`config.mk`:
```
export PLATFORM = sky130hd
export DESIGN_NAME = regfile_scoreboard
export DESIGN_NICKNAME = d
export VERILOG_FILES = /design/src/rtl/datapath_pkg.sv /design/src/rtl/regfile_read_port.sv /design/src/rtl/regfile_scoreboard.sv
export SDC_FILE = /design/constraint.sdc
export NUM_CORES = 1
export LEC_CHECK = 0
export BUFFER_PORTS_ARGS = -buffer_cell sky130_fd_sc_hd__buf_2
export CAP_MARGIN = 20
export CORE_MARGIN = 3
export CORE_UTILIZATION = 40
export DETAILED_ROUTE_END_ITERATION = 8
export PLACE_DENSITY_LB_ADDON = 0.1
export SLEW_MARGIN = 30
export SYNTH_ARGS = -nofsm -noshare
export SYNTH_HDL_FRONTEND = slang
export SYNTH_SLANG_ARGS = --single-unit
export TNS_END_PERCENT = 20
```
`constraint.sdc`:
```
create_clock -name clk -period 6 [get_ports clk]
set_input_delay 0.6 -clock clk [delete_from_list [all_inputs] [get_ports clk]]
set_output_delay 0.6 -clock clk [all_outputs]
set_load 0.05 [all_outputs]
```
`src/rtl/datapath_pkg.sv`:
```
// Shared defaults and encodings for the datapath register file blocks.
package datapath_pkg;

  localparam int unsigned DEF_DATA_W = 32;
  localparam int unsigned DEF_DEPTH  = 32;
  localparam int unsigned ZERO_IDX   = 0;

  typedef enum logic {
    ST_INIT,
    ST_RUN
  } rf_state_e;

endpackage

```
`src/rtl/regfile_read_port.sv`:
```
// One combinational read port: zero/range masking, write-first bypass and busy masking.
module regfile_read_port
  import datapath_pkg::*;
#(
  parameter int unsigned DATA_W   = DEF_DATA_W,
  parameter int unsigned DEPTH    = DEF_DEPTH,
  parameter int unsigned ZERO_REG = 1,
  parameter int unsigned ADDR_W   = $clog2(DEPTH)
) (
  input  logic              ready,
  input  logic [ADDR_W-1:0] rd_addr,
  input  logic [DATA_W-1:0] entry_data,
  input  logic              entry_busy,
  input  logic              wr_qual,
  input  logic [ADDR_W-1:0] wr_addr,
  input  logic [DATA_W-1:0] wr_data,
  output logic [DATA_W-1:0] rd_data,
  output logic              rd_busy
);

  logic masked;
  logic bypass;

  assign masked = !ready
                || ((ZERO_REG != 0) && (rd_addr == ADDR_W'(ZERO_IDX)))
                || (32'(rd_addr) >= DEPTH);
  assign bypass = wr_qual && (wr_addr == rd_addr);

  always_comb begin
    rd_data = '0;
    rd_busy = 1'b0;
    if (!masked) begin
      if (bypass) begin
        rd_data = wr_data;
      end else begin
        rd_data = entry_data;
        rd_busy = entry_busy;
      end
    end
  end

endmodule

```
`src/rtl/regfile_scoreboard.sv`:
```
// Register file with post-reset clear sweep, write-first bypass and a per-entry
// pending-write scoreboard for RAW hazard detection in decode.
module regfile_scoreboard
  import datapath_pkg::*;
#(
  parameter int unsigned DATA_W   = DEF_DATA_W,
  parameter int unsigned DEPTH    = DEF_DEPTH,
  parameter int unsigned NUM_RD   = 2,
  parameter int unsigned ZERO_REG = 1,
  localparam int unsigned ADDR_W  = $clog2(DEPTH)
) (
  input  logic                     clk,
  input  logic                     rst,
  input  logic [NUM_RD*ADDR_W-1:0] rd_addr,
  output logic [NUM_RD*DATA_W-1:0] rd_data,
  output logic [NUM_RD-1:0]        rd_busy,
  input  logic                     wr_en,
  input  logic [ADDR_W-1:0]        wr_addr,
  input  logic [DATA_W-1:0]        wr_data,
  input  logic                     rsv_en,
  input  logic [ADDR_W-1:0]        rsv_addr,
  output logic                     ready
);

  rf_state_e         state_q, state_d;
  logic [ADDR_W-1:0] cnt_q, cnt_d;
  logic [DEPTH-1:0]  busy_q, busy_d;
  logic [DATA_W-1:0] mem_q [DEPTH];

  logic sweep_we;
  logic sweep_done;
  logic wr_qual;
  logic rsv_qual;

  assign sweep_done = (cnt_q == ADDR_W'(DEPTH - 1));

  assign wr_qual  = ready && wr_en && (32'(wr_addr) < DEPTH)
                 && !((ZERO_REG != 0) && (wr_addr == ADDR_W'(ZERO_IDX)));
  assign rsv_qual = ready && rsv_en && (32'(rsv_addr) < DEPTH)
                 && !((ZERO_REG != 0) && (rsv_addr == ADDR_W'(ZERO_IDX)));

  always_ff @(posedge clk or posedge rst) begin
    if (rst) begin
      state_q <= ST_INIT;
      cnt_q   <= '0;
      busy_q  <= '0;
    end else begin
      state_q <= state_d;
      cnt_q   <= cnt_d;
      busy_q  <= busy_d;
    end
  end

  always_comb begin
    state_d = state_q;
    case (state_q)
      ST_INIT: if (sweep_done) state_d = ST_RUN;
      ST_RUN:  state_d = ST_RUN;
      default: state_d = ST_INIT;
    endcase
  end

  always_comb begin
    ready    = (state_q == ST_RUN);
    sweep_we = (state_q == ST_INIT);
  end

  assign cnt_d = sweep_we ? cnt_q + ADDR_W'(1) : cnt_q;

  // Reservation is applied last so a same-cycle newer producer keeps the bit set.
  always_comb begin
    busy_d = busy_q;
    if (wr_qual)  busy_d[wr_addr]  = 1'b0;
    if (rsv_qual) busy_d[rsv_addr] = 1'b1;
  end

  // Storage has no reset of its own; the INIT sweep clears it.
  always_ff @(posedge clk) begin
    if (sweep_we) begin
      mem_q[cnt_q] <= '0;
    end else if (wr_qual) begin
      mem_q[wr_addr] <= wr_data;
    end
  end

  for (genvar i = 0; i < NUM_RD; i++) begin : g_rd
    logic [ADDR_W-1:0] addr;
    assign addr = rd_addr[i*ADDR_W +: ADDR_W];

    regfile_read_port #(
      .DATA_W   (DATA_W),
      .DEPTH    (DEPTH),
      .ZERO_REG (ZERO_REG),
      .ADDR_W   (ADDR_W)
    ) u_port (
      .ready      (ready),
      .rd_addr    (addr),
      .entry_data (mem_q[addr]),
      .entry_busy (busy_q[addr]),
      .wr_qual    (wr_qual),
      .wr_addr    (wr_addr),
      .wr_data    (wr_data),
      .rd_data    (rd_data[i*DATA_W +: DATA_W]),
      .rd_busy    (rd_busy[i])
    );
  end

endmodule

```
After elaboration in Yosys (flattened, before gate mapping)
Memory sizes are Yosys's and may differ from the RTL's.
Cells that the tools add are included.
{ "totals": {"ff_bits": 38, "latchBits": 0, "ram_bits": 1024, "rom_bits": 0, "word_cells": 63, "n_memories": 1} }
{ "classes": {"n_addsub": 1, "multipliers": 0, "n_div": 0, "n_lt_le_gt_ge": 6, "eq_ne": 3, "shifts": 0, "muxes": 27, "bitwise": 4, "n_reduce_logical": 18} }
{ "mem_list": {"columns": ["name", "depth", "width", "read_ports", "rd_clocked_by_memory_dff", "wr", "line", "rtl"], "rows": [
  ["mem_q", 32, 32, 2, 0, 1, "regfile_scoreboard.sv:28", "logic [DATA_W-1:0] mem_q [DEPTH];"]
]} }
{ "op_table": {"columns": ["cell", "count"], "rows": [
  ["2-to-1 mux 32 bit", 7],
  ["AND 32 bit", 1],
  ["inverter 32 bit", 1],
  ["bitwise OR 32 bit", 1],
  ["OR reduction 32 bit", 1],
  ["less-than comparator 5 x 6 -> 1 bit, second input constant", 4],
  ["zero test 5 bit", 4],
  ["2-to-1 mux 1 bit", 14],
  ["binary-select mux 1 bit (select 5 bit)", 2],
  ["demux 1 bit (select 5 bit)", 2],
  ["== test 5 bit", 2],
  [">= comparator 5 x 1 -> 1 bit, second input constant", 2],
  ["logical AND 1 bit", 8],
  ["adder 5 x 1 -> 5 bit, second input constant", 1],
  ["== test 5 bit, second input constant", 1],
  ["2-to-1 mux 5 bit", 1],
  ["zero test 1 bit", 3],
  ["logical OR 1 bit", 2],
  ["one-hot mux 1 bit (2 select lines)", 1],
  ["inverter 1 bit", 1]
]} }

Longest topological paths before layout
Gate-level depths: netlist (run 1).
{ "logic_depth": {"ltp_word": 9, "depth_mapped": 12, "mapped_depth_nobuf": 5} }

Modules after synthesis
A second synthesis (run 1) with hierarchy kept.
{ "hier_totals": {"hier_cells": 3923, "hier_area_um2": 52430.3} }
{ "by_module_without_submodules": {"columns": ["mod", "n_inst", "cells_each", "area_per_inst_um2", "seq_area_each_um2"], "rows": [
  ["regfile_scoreboard", 1, 3673, 51091.5, 31700.4],
  ["regfile_read_port", 2, 125, 669.4, 0.0]
]} }

Worst setup path after synthesis (run 1)
OpenSTA, ideal clock, no wires.
{ "synth_timing": {"path_kind": "in2reg", "from": "input wr_addr[4]", "to": "memory mem_q[17][0] (netlist name) (enable)", "setup_time_ns": 0.421, "arrival_time_ns": 3.384, "required_ns": 5.579, "path_slack_ns": 2.195, "path_stages": 8, "n_path_buf": 4, "cell_sequence": "buf_2 -> or3_1 -> buf_2 -> o311ai_4 -> buf_6 -> buf_4 -> a31oi_1 -> nor2_1"} }
{ "synth_via": {"elab_chain_cells": 8} }
{ "synth_lines": {"columns": ["element", "line", "rtl"], "rows": [
  ["from (decl)", "regfile_scoreboard.sv:18", "input logic [ADDR_W-1:0] wr_addr,"],
  ["zero test 5 bit", "regfile_scoreboard.sv:38", "&& !((ZERO_REG != 0) && (wr_addr == ADDR_W'(ZERO_IDX)));"],
  ["zero test 1 bit", "regfile_scoreboard.sv:38", null],
  ["logical AND 1 bit", "regfile_scoreboard.sv:38", null],
  ["2-to-1 mux 1 bit", "regfile_scoreboard.sv:81", "end else if (wr_qual) begin"],
  ["2-to-1 mux 1 bit", "regfile_scoreboard.sv:79", "if (sweep_we) begin"],
  ["2-to-1 mux 1 bit (not written as such)", "regfile_scoreboard.sv:82", "mem_q[wr_addr] <= wr_data;"],
  ["OR reduction 32 bit (no line)", null, null],
  ["2-to-1 mux 5 bit (no line) / 2-to-1 mux 1 bit (equally long branches)", null, null],
  ["to (decl)", "regfile_scoreboard.sv:28", null]
]} }
Parallel ways exist; a longest one is shown, timed or not.

Final worst setup path (run 1)
{ "layout_timing": {"from": "register state_q, in the netlist ready", "to": "output rd_data[22]"} }
{ "layout_via": {"elab_chain_cells": 5} }
{ "layout_lines": {"columns": ["element", "line", "rtl"], "rows": [
  ["from (decl)", "regfile_scoreboard.sv:25", "rf_state_e state_q, state_d;"],
  ["from (signal assigned)", "regfile_scoreboard.sv:48", "state_q <= state_d;"],
  ["logical AND 1 bit", "regfile_scoreboard.sv:37", "assign wr_qual = ready && wr_en && (32'(wr_addr) < DEPTH)"],
  ["logical AND 1 bit", "regfile_scoreboard.sv:38", null],
  ["logical AND 1 bit", "regfile_read_port.sv:27", "assign bypass = wr_qual && (wr_addr == rd_addr);"],
  ["2-to-1 mux 32 bit", "regfile_read_port.sv:33", "if (bypass) begin"],
  ["2-to-1 mux 32 bit (*)", "regfile_read_port.sv:32", "if (!masked) begin"],
  ["to (decl)", "regfile_scoreboard.sv:15", "output logic [NUM_RD*DATA_W-1:0] rd_data,"]
]} }
Mark *: on every way between the ends. The rest lies on a longest branch, timed or not.

==> flow_summary.json, run 1 <==
{
  "hold_class": "primary input to flop",
  "clk_path_buf_depth": 3,
  "syn-num-nets": 2768,
  "synthCells": 2710,
  "wl_mm": 169.1,
  "grt_max_degree": 106,
  "syn_to_final_growth_pct": 14.15,
  "htreeDepth": 3,
  "whs_ns": 0.3046,
  "std_cell_rows": 129,
  "rsz0062_at_grt": "false",
  "cts_tree": "done",
  "p_int_mw": 12.88,
  "regToRegStartpoint": "ready",
  "grt_overflow_total": 0,
  "fin_crit_sh": 0.8198,
  "synthTopCellsByCount": "1024 x edfxtp_1, 465 x mux4_2, 188 x mux2i_1",
  "wire_per_inst_um": 36.94,
  "critPathCaptureType": "primary output",
  "grt_pass1_wl_mm": 239.4,
  "first_pass_iters": 5,
  "hold_path_startpoint": "rsv_addr[4]",
  "relSlewSlack": 0.3240,
  "worstSetupStartpointType": "flop",
  "place_congestion": 0.8255,
  "max_freq_mhz": 203.3,
  "drtIter0Drc": 3488,
  "die_y_um": 359.3,
  "syn-cell-area_um2": 49940,
  "cts_sinks": 1062,
  "ys_types": 57,
  "clockRootBuffer": "clkbuf_16",
  "skew_ns": 0.02413,
  "yosys.area.top_type": "edfxtp_1",
  "final_layout_size_suffix_gt1_frac": 0.3281,
  "insertion_delay_ns": 0.71,
  "netlist_top_cells_area": "edfxtp_1 62%, mux4_2 21%, mux2i_1 3.8%, dfrtp_1 1.9%, o221ai_1 1.5%",
  "yosysWarnings": 0,
  "fp.dieW_um": 359.3,
  "pin_count": 123,
  "synth-seq-cells": 1062,
  "grt_use_total": 0.2603,
  "p_leak_nw": 19.93,
  "via_per_inst": 6.585,
  "endpoint": "rd_data[22]",
  "cellPowerDensity_nw_per_um2": 297.4,
  "seq_area_frac_synth": 0.6348,
  "dr_total_vias": 30130,
  "synth_area_per_cell_um2": 18.43,
  "status": "complete, no violations",
  "path_clk_slew_ns": 0.06,
  "hpwl_mm": 104.8,
  "start_util": 0.4034,
  "max_cap_violations": 0,
  "r2r_cells": 5,
  "core_um2": 123800,
  "die-area_um2": 129100,
  "power_switching_mw": 4.072,
  "yosysMostFrequentCell": "edfxtp_1",
  "combPwrFrac": 0.096,
  "synth-async-reset-ratio": 0.03578,
  "post_cts_resized": 0,
  "synth_enable_flop_cells": 1024,
  "hold_buffers": 1,
  "cts_buffers": 115,
  "synth_top_area_frac": 0.6158,
  "rrSetupSlack_ns": 2.17,
  "clkPwrFrac": 0.420,
  "antenna_left": 0,
  "ir_worst_vdd_mv": 0.2494,
  "critPathKind": "flop to primary output",
  "synthFlopType": "edfxtp_1",
  "worstPathMaxFanout": 24,
  "post-cts-setup-buffer-count": 0,
  "whs_path_depth": 3,
  "cp.required_ns": 5.40,
  "period_needed_ns": 4.919,
  "final_nets": 2902,
  "port_buffers": 122,
  "finalSetupViolations": 0,
  "fin_tns_setup_ns": 0,
  "startpoint": "ready",
  "antenna_found_initial": 6,
  "hold_viol_final": 0,
  "p_sw_frac": 0.2402,
  "grt_pass1_vias": 31200,
  "slew_violations": 0,
  "cp_data_arrival_time_ns": 4.32,
  "drc": 0,
  "p_seq_frac": 0.484,
  "worst_pin_slew_ns": 1.010,
  "r2r_end": "mem_q[5][4]"
}
==> sequential cells by signal (all words and copies together) (netlist names) <==
| signal | flops |
|---|---|
| cnt_q | 5 |
| busy_q | 32 |
| ready | 1 |
| mem_q | 1024 |
==> cell families after synthesis <==
group                      Yosys count  share of synthesized area
and+or+nand+nor                    316                    0.03197
adders and majority gates            2                  0.0005010
xor gates and xnor gates            13                   0.002280
muxes                              657                     0.2483
buffers and inverters              233                    0.02170
AOI/OAI and AO/OA                  427                    0.06041
DFF                               1062                     0.6348
==> worst min path at each step <==
stage	end	slack, ns
2_1_floorplan	busy_q[0]	0.45
3_3_place_gp	busy_q[0]	0.44
3_5_place_dp	busy_q[0]	0.43
4_1_cts	busy_q[18]	0.23
5_1_grt	busy_q[16]	0.30
6_report	busy_q[18]	0.30
==> layer usage <==
metal | part of all wire | vias to the layer above | track usage
met5 | 0 | - | 0
met4 | 0.034 | 0 | 0.09120
met3 | 0.080 | 281 | 0.04774
met2 | 0.48 | 1446 | 0.4144
met1 | 0.41 | 16460 | 0.3617
li1 | - | 11940 | -
==> worst max-delay path: stages, from the launching register on <==
cell and delay (ns):
dfrtp_1 0.97, o311ai_4 0.47, o311ai_4 0.79, buf_4 0.61, nor3_1 0.15, a211o_1 0.34, buf_2 0.25
==> power groups by stage <==
stage	Clock, mW	Combinational [mW]	Sequential [mW]
finish	7.12	1.63	8.20
global route	7.57	1.70	8.20
CTS	7.25	1.63	8.20
detailed placement	0	1.63	8.36
global placement	0	1.61	8.36
floorplan	0	1.04	8.35
==> cell usage in the layout, fill, tap and decap left out, drive strengths merged, types with 42 or more instances in the layout <==
master,n
o22ai,99
o221ai,88
clkbuf,157
a21oi,42
mux4,465
mux2i,188
edfxtp,1024
nor2,57
buf,240
nor3,66
nand2,64
o21ai,83
==> through the flow <==
stage               area (um2)  power, mW  cells  setup slack [ns]  utilization
CTS                      56970      17.09   4575             1.119       0.4602
global placement         53010      9.967   4353             1.658       0.4282
detailed placement       53250      9.987   4363             1.662       0.4301
finish                   57000      16.95   4576             1.081       0.4604
floorplan                49940      9.394   2710             2.195            -
global route             57000      17.48   4576             1.040       0.4604
==> final cells by class <==
cell class | instances | area, um2
timing repair buffer | 242 | 1937
fill | 10410 | 66800
multi-input combinational | 1415 | 17570
antenna | 1 | 2.502
tap | 1637 | 2048
clock inverter | 55 | 638.1
inverter | 8 | 30.03
clock buffer | 156 | 3073
sequential | 1062 | 31700
(Power assumes the default switching activity.)
==> run 2, diff against run 1 <==
==> constraint.sdc (replaced) <==
create_clock -name clk -period 4.1 [get_ports clk]
set_input_delay 0.41 -clock clk [delete_from_list [all_inputs] [get_ports clk]]
set_output_delay 0.41 -clock clk [all_outputs]
set_load 0.05 [all_outputs]
==> run 2 against run 1 <==
Against the previous run: die area unchanged; sequential power grew 46%; flip-flop and latch count stayed put; sequential share of layout area shrank 1.2 points; utilization is 1.1 points higher; non-clock buffer count up 75; worst hold slack worse by 0.18 ns; critical path type unchanged; largest cell class unchanged; largest power group unchanged.
==> flow_summary.json, run 2 (synthesis gave the netlist of run 1 again) <==
{
  "wl_mm": 171.9,
  "p_leak_nw": 20.57,
  "skew_ns": 0.02067,
  "max_freq_mhz": 260.3,
  "drtIter0Drc": 3596,
  "cts_sinks": 1062,
  "first_pass_iters": 5,
  "drc": 0,
  "path_clk_slew_ns": 0.06,
  "final_nets": 2978,
  "via_per_inst": 6.517,
  "r2r_cells": 4,
  "insertion_delay_ns": 0.71,
  "core_um2": 123800,
  "cts_buffers": 116,
  "pin_count": 123,
  "std_cell_rows": 129,
  "top_regs": "mem_q: 1024 flops, busy_q: 32 flops, cnt_q: 5 flops",
  "cts_tree": "done",
  "top_register": "mem_q",
  "post_cts_resized": 0,
  "design_area_um2": 58310,
  "worst_pin_slew_ns": 0.9754,
  "die_y_um": 359.3,
  "clockRootBuffer": "clkbuf_16",
  "syn_to_final_growth_pct": 16.77,
  "clk_path_buf_depth": 3,
  "max_cap_violations": 0,
  "grt_pass1_vias": 31390,
  "status": "complete, no violations",
  "fp.dieW_um": 359.3,
  "place_congestion": 0.8080,
  "cp.required_ns": 3.69,
  "grt_use_total": 0.2647,
  "port_buffers": 122,
  "grt_overflow_total": 0,
  "htreeDepth": 3,
  "antenna_found_initial": 4,
  "rsz0062_at_grt": "false",
  "ir_worst_vdd_mv": 0.3587,
  "antenna_left": 0,
  "place_area_um2": 54490,
  "whs_path_depth": 3,
  "relSlewSlack": 0.3412,
  "hold_class": "primary input to flop",
  "final_layout_size_suffix_gt1_frac": 0.3394,
  "grt_max_degree": 60,
  "die-area_um2": 129100,
  "hpwl_mm": 103.6,
  "most-common-layout-cells": "1024 x edfxtp_1, 465 x mux4_2, 188 x mux2i_1",
  "worstSetupStartpointType": "flop",
  "slew_violations": 0,
  "period_needed_ns": 3.841,
  "start_util": 0.4034,
  "worstPathMaxFanout": 24,
  "critPathKind": "flop to primary output",
  "cellPowerDensity_nw_per_um2": 430.5,
  "dr_total_vias": 30360,
  "critPathCaptureType": "primary output",
  "fin_crit_sh": 0.9369,
  "largest_register_ffs": 1024,
  "grt_pass1_wl_mm": 242.6,
  "finalSetupViolations": 0,
  "wire_per_inst_um": 36.90,
  "layout_commonest_cell": "edfxtp_1",
  "hold_viol_final": 0,
  "fin_tns_setup_ns": 0,
  "cp_data_arrival_time_ns": 3.43
}
==> run 2: cell types whose count changed in the layout (fill, tap and decap cells not counted), sizes merged <==
cell      delta
clkbuf      -16
clkinvlp     +5
inv          +2
clkinv      +18
bufinv       -2
buf         +75
==> run 2: final cells by class <==
class	instances	area, um2
fillers	10330	65490
inverters	8	30.03
well taps	1637	2048
clock buffers	140	3097
clock inverters	78	706.9
diodes	1	2.502
repair buffers	317	3186
flip-flops and latches	1062	31700
multi-input cells	1415	17540
==> run 2: worst paths after layout <==
check / from / end / slack (ns)
worst max-delay path: ready / rd_data[43] / 0.26
worst min-delay path: rsv_addr[2] / busy_q[29] / 0.13
worst max register to register: ready / mem_q[24][14] / 1.20
worst min register to register: busy_q[0] / busy_q[0] / 0.41
max in group asynchronous: rst / busy_q[16] / 3.35
min in group asynchronous: rst / busy_q[30] / 0.39
==> run 2: worst max-delay path, stage by stage (launching register included) <==
cell	delay [ns]
dfrtp_1	0.56
o311ai_4	0.26
buf_4	0.27
nor3_4	0.41
buf_4	0.61
a221o_1	0.29
buf_2	0.28
==> run 2: repair_timing <==
action / in CTS / in global routing
hold buffers: 1 / 0
buffers inserted: 0 / 0
endpoints found under the hold margin: 38 / 0
==> run 2: metal layers <==
metal	wire length, um	global-route usage
met2	84370	0.4379
met5	11	0
met3	13270	0.04879
met1	68670	0.3581
met4	5586	0.08024
==> run 2: where the power goes <==
part | internal, mW | switching, mW
sequential | 12.0 | 0.0322
combinational | 0.964 | 1.63
clock | 6.11 | 4.40
==> run 2: stage by stage <==
| step | setup slack (ns) | hold WS, ns | util | power [mW] | instances |
|---|---|---|---|---|---|
| global placement | 0.4795 | 0.3864 | 0.4400 | 14.79 | 4438 |
| floorplan | 0.4851 | 0.4451 | - | 13.75 | 2710 |
| detailed placement | 0.4673 | 0.3951 | 0.4402 | 14.82 | 4438 |
| CTS | 0.2582 | 0.06502 | 0.4710 | 25.26 | 4657 |
| global route | 0.08472 | 0.1180 | 0.4710 | 25.84 | 4657 |
| finish | 0.2587 | 0.1260 | 0.4710 | 25.10 | 4658 |
